`src/rtl/ring_buffer_pkg.sv`:
```
// Shared types and constants for the ring buffer reader and its skid store.
package ring_buffer_pkg;

  typedef enum logic [1:0] {
    ST_IDLE   = 2'd0,
    ST_STREAM = 2'd1,
    ST_FLUSH  = 2'd2
  } rb_state_e;

  localparam int RB_CNT_W = 16;

endpackage

```
`src/rtl/rb_skid2.sv`:
```
// Two-entry in-order skid store with synchronous clear.
// Entry 0 is always the oldest word and is presented on head_o.
module rb_skid2 #(
  parameter int WIDTH = 8
) (
  input  logic             clk,
  input  logic             rst,
  input  logic             push_i,
  input  logic             pop_i,
  input  logic             clear_i,
  input  logic [WIDTH-1:0] data_i,
  output logic [1:0]       occ_o,
  output logic [WIDTH-1:0] head_o
);

  logic [1:0]       occ_q, occ_d;
  logic [WIDTH-1:0] e0_q, e0_d;
  logic [WIDTH-1:0] e1_q, e1_d;

  // Next-state of entries and occupancy; push together with pop keeps occupancy.
  always_comb begin
    occ_d = occ_q;
    e0_d  = e0_q;
    e1_d  = e1_q;
    if (clear_i) begin
      occ_d = 2'd0;
      e0_d  = {WIDTH{1'b0}};
      e1_d  = {WIDTH{1'b0}};
    end else begin
      case ({push_i, pop_i})
        2'b10: begin
          case (occ_q)
            2'd0: begin
              e0_d  = data_i;
              occ_d = 2'd1;
            end
            2'd1: begin
              e1_d  = data_i;
              occ_d = 2'd2;
            end
            default: occ_d = occ_q;
          endcase
        end
        2'b01: begin
          if (occ_q != 2'd0) begin
            e0_d  = e1_q;
            occ_d = occ_q - 2'd1;
          end else begin
            occ_d = occ_q;
          end
        end
        2'b11: begin
          case (occ_q)
            2'd0: begin
              e0_d  = data_i;
              occ_d = 2'd1;
            end
            2'd1: e0_d = data_i;
            default: begin
              e0_d = e1_q;
              e1_d = data_i;
            end
          endcase
        end
        default: occ_d = occ_q;
      endcase
    end
  end

  // Storage registers.
  always_ff @(posedge clk or negedge rst) begin
    if (!rst) begin
      occ_q <= 2'd0;
      e0_q  <= {WIDTH{1'b0}};
      e1_q  <= {WIDTH{1'b0}};
    end else begin
      occ_q <= occ_d;
      e0_q  <= e0_d;
      e1_q  <= e1_d;
    end
  end

  assign occ_o  = occ_q;
  assign head_o = e0_q;

endmodule

```
`src/rtl/ring_buffer_reader.sv`:
```
// Drains an upstream ring buffer into a valid/ready stream through a 2-entry skid.
// Optional delivered-beat counter enabled by macro RB_READER_COUNT_EN.
module ring_buffer_reader
  import ring_buffer_pkg::*;
#(
  parameter int WIDTH = 8
) (
  input  logic                clk,
  input  logic                rst,
  input  logic                en,
  input  logic                flush,
  input  logic                fifo_empty,
  output logic                fifo_rd_en,
  input  logic [WIDTH-1:0]    fifo_data,
  output logic                m_valid,
  input  logic                m_ready,
  output logic [WIDTH-1:0]    m_data,
  output logic                busy_flush,
  output logic [RB_CNT_W-1:0] rd_count
);

  rb_state_e        state_q;
  logic             inflight_q;
  logic [1:0]       occ_s;
  logic [WIDTH-1:0] head_s;
  logic             xfer_s;
  logic             push_s;
  logic             clear_s;
  logic [2:0]       level_s;

  // The leaving beat frees its slot this cycle, which is what allows one beat per cycle.
  always_comb begin
    m_valid    = (occ_s != 2'd0) && (state_q != ST_FLUSH);
    xfer_s     = m_valid && m_ready;
    level_s    = {1'b0, occ_s} + {2'b00, inflight_q} - {2'b00, xfer_s};
    push_s     = inflight_q && (state_q == ST_STREAM);
    clear_s    = (state_q == ST_FLUSH);
    busy_flush = (state_q == ST_FLUSH);
    case (state_q)
      ST_STREAM: fifo_rd_en = en && !fifo_empty && (level_s < 3'd2);
      ST_FLUSH:  fifo_rd_en = !fifo_empty;
      default:   fifo_rd_en = 1'b0;
    endcase
  end

  rb_skid2 #(
    .WIDTH(WIDTH)
  ) u_skid (
    .clk     (clk),
    .rst     (rst),
    .push_i  (push_s),
    .pop_i   (xfer_s),
    .clear_i (clear_s),
    .data_i  (fifo_data),
    .occ_o   (occ_s),
    .head_o  (head_s)
  );

  assign m_data = head_s;

  // Control FSM and in-flight pop tracking.
  always_ff @(posedge clk or negedge rst) begin
    if (!rst) begin
      state_q    <= ST_IDLE;
      inflight_q <= 1'b0;
    end else begin
      inflight_q <= fifo_rd_en;
      case (state_q)
        ST_IDLE: begin
          if (flush) begin
            state_q <= ST_FLUSH;
          end else if (en) begin
            state_q <= ST_STREAM;
          end else begin
            state_q <= ST_IDLE;
          end
        end
        ST_STREAM: begin
          if (flush) begin
            state_q <= ST_FLUSH;
          end else if (!en && (occ_s == 2'd0) && !inflight_q) begin
            state_q <= ST_IDLE;
          end else begin
            state_q <= ST_STREAM;
          end
        end
        ST_FLUSH: begin
          if (fifo_empty && !inflight_q) begin
            state_q <= ST_IDLE;
          end else begin
            state_q <= ST_FLUSH;
          end
        end
        default: state_q <= ST_IDLE;
      endcase
    end
  end

`ifdef RB_READER_COUNT_EN
  logic [RB_CNT_W-1:0] count_q;

  // Delivered-beat counter; wraps naturally at full scale.
  always_ff @(posedge clk or negedge rst) begin
    if (!rst) begin
      count_q <= {RB_CNT_W{1'b0}};
    end else if (xfer_s) begin
      count_q <= count_q + {{(RB_CNT_W-1){1'b0}}, 1'b1};
    end else begin
      count_q <= count_q;
    end
  end

  assign rd_count = count_q;
`else
  assign rd_count = {RB_CNT_W{1'b0}};
`endif

endmodule
```
`config.mk`:
```
export PLATFORM = sky130hd
export DESIGN_NAME = ring_buffer_reader
export DESIGN_NICKNAME = d
export VERILOG_FILES = /design/src/rtl/ring_buffer_pkg.sv /design/src/rtl/rb_skid2.sv /design/src/rtl/ring_buffer_reader.sv
export SDC_FILE = /design/constraint.sdc
export NUM_CORES = 1
export LEC_CHECK = 0
export ABC_AREA = 0
export BUFFER_PORTS_ARGS = -buffer_cell sky130_fd_sc_hd__buf_2
export CAP_MARGIN = 10
export CORE_UTILIZATION = 45
export CTS_CLUSTER_SIZE = 12
export DETAILED_ROUTE_END_ITERATION = 7
export PLACE_DENSITY = 0.7
export SYNTH_ARGS = -nofsm -noshare
export SYNTH_HDL_FRONTEND = slang
export SYNTH_SLANG_ARGS = --single-unit
```
`constraint.sdc`:
```
create_clock -name clk -period 3.25 [get_ports clk]
set_input_delay 0.1625 -clock clk [delete_from_list [all_inputs] [get_ports clk]]
set_output_delay 0.1625 -clock clk [all_outputs]
set_load 0.03 [all_outputs]
```
==> results of run 1 <==
synthesized netlist by cell type (2+ instances only):
cell,number,area share
buf_2,3,0.010
buf_6,2,0.015
mux2i_1,8,0.055
a21oi_1,6,0.021
ha_1,6,0.051
a22oi_1,2,0.010
clkbuf_1,2,0.0051
a221o_1,2,0.014
nand3_1,2,0.0069
a211oi_1,3,0.015
o21ai_1,2,0.0069
nor3_1,3,0.010
nor2_1,6,0.015
inv_1,10,0.026
o21ai_0,3,0.010
nand2b_1,18,0.077
buf_4,17,0.087
dfrtp_1,21,0.36
a222oi_1,4,0.027
final cells by class:
class / count / area (µm²)
inverter: 10 / 37.5
clock buffer: 3 / 22.5
clock inverter: 1 / 5.00
multi-input combinational: 104 / 786
sequential: 21 / 527
fill: 298 / 1510
tap: 44 / 55.1
timing repair buffer: 26 / 138
worst max-delay path by stage:
stage | from | to | slack [ps] | depth (start not counted)
after CTS | u_skid.occ_o[0] | fifo_rd_en | 20 | 10
after detailed placement | u_skid.occ_o[1] | fifo_rd_en | 380 | 10
after floorplan | state_q[0] | inflight_q | 410 | 9
final | u_skid.occ_o[1] | fifo_rd_en | 190 | 10
after global routing | u_skid.occ_o[1] | fifo_rd_en | 30 | 10
after global placement | u_skid.occ_o[1] | fifo_rd_en | 470 | 10
layer usage:
layer  track usage  vias up  part of all wire
li1              -      511                 -
met1         0.234      506              0.45
met3        0.0198        4             0.050
met2         0.302       45              0.49
met4        0.0510        0            0.0090
met5             0        -                 0
cell families (layout without fill, tap and decap cells):
group                    count (synthesis)  after routing  synth area share
adder cells (fa/ha/maj)                  7              7            0.0651
AO/OA/AOI/OAI                           32             32             0.179
XOR/XNOR                                 2              2            0.0249
AND/OR/NAND/NOR                         39             39             0.170
flip-flops                              21             21             0.360
buffers and inverters                   34             40             0.144
other                                    1             16           0.00257
multiplexers                             8              8            0.0548
sequential cells by signal, summed over array words and instances (netlist names):
signal         count
u_skid.occ_o       2
u_skid.head_o      8
u_skid.e1_q        8
inflight_q         1
state_q            2
power groups by stage:
| stage | clock network [mW] | registers [mW] | logic, mW |
|---|---|---|---|
| after floorplan | 0 | 0.343 | 0.513 |
| after global placement | 0 | 0.333 | 0.607 |
| after detailed placement | 0 | 0.336 | 0.622 |
| after CTS | 0.137 | 0.331 | 0.625 |
| after global routing | 0.148 | 0.340 | 0.687 |
| final | 0.130 | 0.334 | 0.631 |
worst max-delay path, delay by kind of cell (launching register included):
kind	cells	cell delay, ps
compound gates	2	330
flops	1	450
simple gates	3	750
buf+inv	2	290
xor+xnor	1	140
fa+ha+maj	2	640
repair_timing:
item | in CTS | in global routing
hold endpoints to repair | 21 | 0
gates resized for setup | 0 | 3
buffers inserted | 0 | 0
endpoints found under the setup margin | 0 | 1
hold buffers | 1 | 0
per-stage QoR:
| step | worst slack [ps] | hold slack [ps] | area (µm²) | total power [mW] |
|---|---|---|---|---|
| CTS | 24.9 | 4.01 | 1560 | 1.09 |
| global placement | 467 | 143 | 1530 | 0.940 |
| floorplan | 410 | -133 | 1520 | 0.856 |
| detailed placement | 383 | 159 | 1530 | 0.958 |
| global route | 29.1 | 10.9 | 1570 | 1.18 |
| finish | 189 | 23.1 | 1570 | 1.10 |
==> impl_metrics.py, run 1 <==
metrics = {
    "floorplanning": {
        "core_um2": 3080,
        "die_h_um": 59.0,
        "placementRows": 20,
        "die_w_um": 59.0,
        "ios": 41,
        "start_util": 0.474,
        "dieArea_um2": 3480,
    },
    "clock_network": {
        "htreeDepth": 1,
        "cts_tree": "yes",
        "clock_sinks": 21,
        "cts_buffer_depth": 2,
        "clk_pin_slew_worst_paths_ps": 120,
        "clk-insertion-delay-late_ps": 310,
        "numCtsBuffers": 3,
        "clockRootBuffer": "clkbuf_4",
    },
    "setup_path": {
        "r2r_cells": 9,
        "end_kind": "output port",
        "critPathArrivalTime_ps": 2900,
        "crit_chain": "inv_1, ha_2, or3b_4, nor2_2, o21ai_1, fa_1, xnor2_1, a41o_1, and3_1, buf_2",
        "rr_startpoint": "u_skid.occ_o[1]",
        "critPathKind": "flip-flop to output port",
        "max_stage_delay_ps": 450,
        "cp_data_required_time_ps": 3090,
        "r2r_slack_ps": 730,
        "timing.rr.end": "inflight_q",
        "start_kind": "flip-flop",
        "worstPathMaxFanout": 11,
        "cp_slowest_cell": "dfrtp_1",
    },
    "finish": {
        "final_util": 0.510,
        "fin_cells": 209,
        "drive_gt1_frac": 0.255,
        "syn_to_final_growth_pct": 7.54,
        "final_cell_mix": "buf_2, dfrtp_1, nand2b_1, conb_1, inv_1",
        "fin_nets": 187,
        "layout_commonest_cell": "buf_2",
        "n_antenna_cell": 0,
    },
    "power": {
        "p_seq_frac": 0.305,
        "ir_drop_v": 0.000339,
        "power_density_nw_per_um2": 697,
        "p_comb_frac": 0.576,
        "switchingPower_uw": 513,
        "clock_power_share": 0.118,
        "switching_share": 0.469,
        "p_int_uw": 582,
        "leakage_nw": 0.782,
    },
    "grt": {
        "first_global_vias": 976,
        "gr-total-overflow": 0,
        "grt_max_degree": 30,
        "grt_antenna_before_repair": 0,
        "grt_first_pass_wirelength_um": 4590,
        "grtUsageTotal": 0.176,
    },
    "route": {
        "ant_nets": 0,
        "drt-total-wl_um": 2780,
        "drt-pass1-iter-count": 4,
        "wire_per_inst_um": 13.3,
        "first_iter_violations": 32,
        "via_per_inst": 5.10,
        "drc": 0,
        "vias": 1066,
    },
    "synthesis": {
        "yosys_warnings": 0,
        "postSynthAreaPerCell_um2": 10.1,
        "yosysUniqueCellTypes": 43,
        "synth_ff_type": "dfrtp_1",
        "synth_seq_cells": 21,
        "synth_cells": 144,
        "seq_area_frac_synth": 0.360,
        "async_reset_ff_frac": 1.00,
        "synth_edf_count": 0,
        "synth_area_um2": 1460,
    },
    "placement": {
        "dp_hpwl_um": 2040,
        "gp_congestion": 0.886,
        "place_inst": 204,
        "port_buffers": 24,
    },
    "status": {
        "outcome": "finished, final reports clean",
    },
    "timing": {
        "fin_crit_sh": 0.942,
        "setup_viol": 0,
        "slew_violations": 0,
        "skew_ps": 6.79,
        "totalNegativeSetupSlack_ps": 0,
        "fmax_mhz": 327,
        "finalHoldViolCount": 0,
        "rsz0062_at_grt": "no",
        "layout_min_cycle_time_ps": 3060,
    },
    "min_path": {
        "hold_path.class": "primary input to flip-flop",
        "min_to": "state_q[0]",
        "min_path_cells": 2,
        "hp-start": "flush",
    },
    "job": {
        "drv_cap": 0,
    },
}
Power figures use the tool's default switching activity.
==> run 2: changes to the inputs <==
HOLD_SLACK_MARGIN = 0.15   (was default)
SKIP_CTS_REPAIR_TIMING = 1   (was default)
==> run 2 against run 1 <==
First-iteration DRC count rose by 16%. Sequential share of layout area fell by 1.8 points. Register-to-register slack barely moved. Sequential cell count did not move. Sequential power barely moved.
==> impl_metrics.py, run 2 (synthesized netlist as in run 1, its figures left out) <==
metrics = {
    "placement": {
        "place_inst": 204,
        "gp_congestion": 0.886,
        "dp_hpwl_um": 2040,
        "port_buffers": 24,
    },
    "setup_path": {
        "timing.rr.end": "inflight_q",
        "critPathArrivalTime_ps": 2900,
        "max_stage_delay_ps": 450,
        "worstPathMaxFanout": 11,
        "crit_path_end": "fifo_rd_en",
        "critPathKind": "flip-flop to output port",
        "start_kind": "flip-flop",
        "end_kind": "output port",
        "r2r_slack_ps": 730,
        "cp_slowest_cell": "dfrtp_1",
        "crit_chain": "inv_1, ha_2, or3b_4, nor2_2, o21ai_1, fa_1, xnor2_1, a41o_1, and3_1, buf_2",
        "r2r_cells": 9,
        "cp_data_required_time_ps": 3090,
        "rr_startpoint": "u_skid.occ_o[1]",
        "startpoint": "u_skid.occ_o[1]",
    },
    "timing": {
        "rsz0062_at_grt": "no",
        "layout_min_cycle_time_ps": 3070,
        "fin_crit_sh": 0.943,
        "skew_ps": 3.79,
        "fmax_mhz": 326,
        "finalHoldViolCount": 0,
        "totalNegativeSetupSlack_ps": 0,
        "setup_viol": 0,
        "slew_violations": 0,
    },
    "power": {
        "switching_share": 0.467,
        "p_int_uw": 589,
        "switchingPower_uw": 516,
        "ir_drop_v": 0.000345,
        "clock_power_share": 0.118,
        "leakage_nw": 0.819,
        "p_comb_frac": 0.580,
        "p_seq_frac": 0.302,
        "power_density_nw_per_um2": 665,
    },
    "finish": {
        "final_cell_mix": "buf_2, dfrtp_1, nand2b_1, conb_1",
        "layout_commonest_cell": "buf_2",
        "fin_nets": 196,
        "n_antenna_cell": 0,
        "drive_gt1_frac": 0.241,
        "syn_to_final_growth_pct": 13.7,
        "fin_cells": 218,
    },
    "min_path": {
        "min_path_cells": 3,
        "hold_path.class": "primary input to flip-flop",
    },
    "clock_network": {
        "clockRootBuffer": "clkbuf_4",
        "clk_pin_slew_worst_paths_ps": 120,
        "clock_sinks": 21,
        "cts_buffer_depth": 2,
        "clk-insertion-delay-late_ps": 310,
        "numCtsBuffers": 3,
        "cts_tree": "yes",
        "htreeDepth": 1,
    },
    "route": {
        "drt-pass1-iter-count": 5,
        "ant_nets": 0,
        "vias": 1106,
        "drc": 0,
        "via_per_inst": 5.07,
        "drt-total-wl_um": 2920,
        "first_iter_violations": 37,
        "wire_per_inst_um": 13.4,
    },
    "floorplanning": {
        "die_w_um": 59.0,
        "placementRows": 20,
        "ios": 41,
        "core_um2": 3080,
        "start_util": 0.474,
        "die_h_um": 59.0,
        "dieArea_um2": 3480,
    },
    "grt": {
        "grtUsageTotal": 0.176,
        "gr-total-overflow": 0,
        "first_global_vias": 968,
        "grt_max_degree": 30,
        "grt_antenna_before_repair": 0,
        "grt_first_pass_wirelength_um": 4570,
    },
    "job": {
        "drv_cap": 0,
    },
    "status": {
        "outcome": "finished, final reports clean",
    },
}
-- run 2: how the worst min path moves through the flow --
stage / startpoint / endpoint / slack, ps
6_report: fifo_data[3] / u_skid.e1_q[3] / 150
5_1_grt: fifo_data[3] / u_skid.e1_q[3] / 150
4_1_cts: rst / inflight_q / -190
3_5_place_dp: rst / inflight_q / 160
3_3_place_gp: rst / state_q[0] / 140
2_1_floorplan: rst / inflight_q / -130
-- run 2: cell type report --
cell class,count,area (µm²)
multi-input combinational,104,786
timing repair buffer,35,228
clock buffer,3,22.5
sequential,21,527
inverter,10,37.5
fill,290,1420
clock inverter,1,5.00
tap,44,55.1
-- run 2: power by group through the flow --
stage          registers [mW]  logic, mW  clock network [mW]
4_1_cts                 0.331      0.624               0.137
2_1_floorplan           0.343      0.513                   0
6_report                0.334      0.641               0.130
3_5_place_dp            0.336      0.622                   0
3_3_place_gp            0.333      0.607                   0
5_1_grt                 0.340      0.696               0.149
-- run 2: worst max-delay path, delay by kind of cell (launching register included) --
family / cells / cell delay (ps)
and+or+nand+nor: 3 / 750
adders and majority gates: 2 / 640
DFF: 1 / 450
AOI/OAI and AO/OA: 2 / 330
buffers and inverters: 2 / 290
xor gates and xnor gates: 1 / 140
-- run 2: per-layer routing --
metal	wire length (µm)	global-route usage	vias to the layer above
met5	0	0	-
met4	25	0.0510	0
met3	131	0.0198	4
met2	1440	0.297	43
met1	1320	0.237	528
li1	-	-	531
-- run 2: metrics by stage --
step	util	power (mW)	hold slack, ps	setup WS [ps]	cell area, µm²
6_report	0.539	1.10	151	184	1660
2_1_floorplan	-	0.856	-133	410	1520
3_5_place_dp	0.496	0.958	159	383	1530
5_1_grt	0.539	1.19	152	29.1	1660
3_3_place_gp	0.496	0.940	143	467	1530
4_1_cts	0.505	1.09	-192	24.9	1550
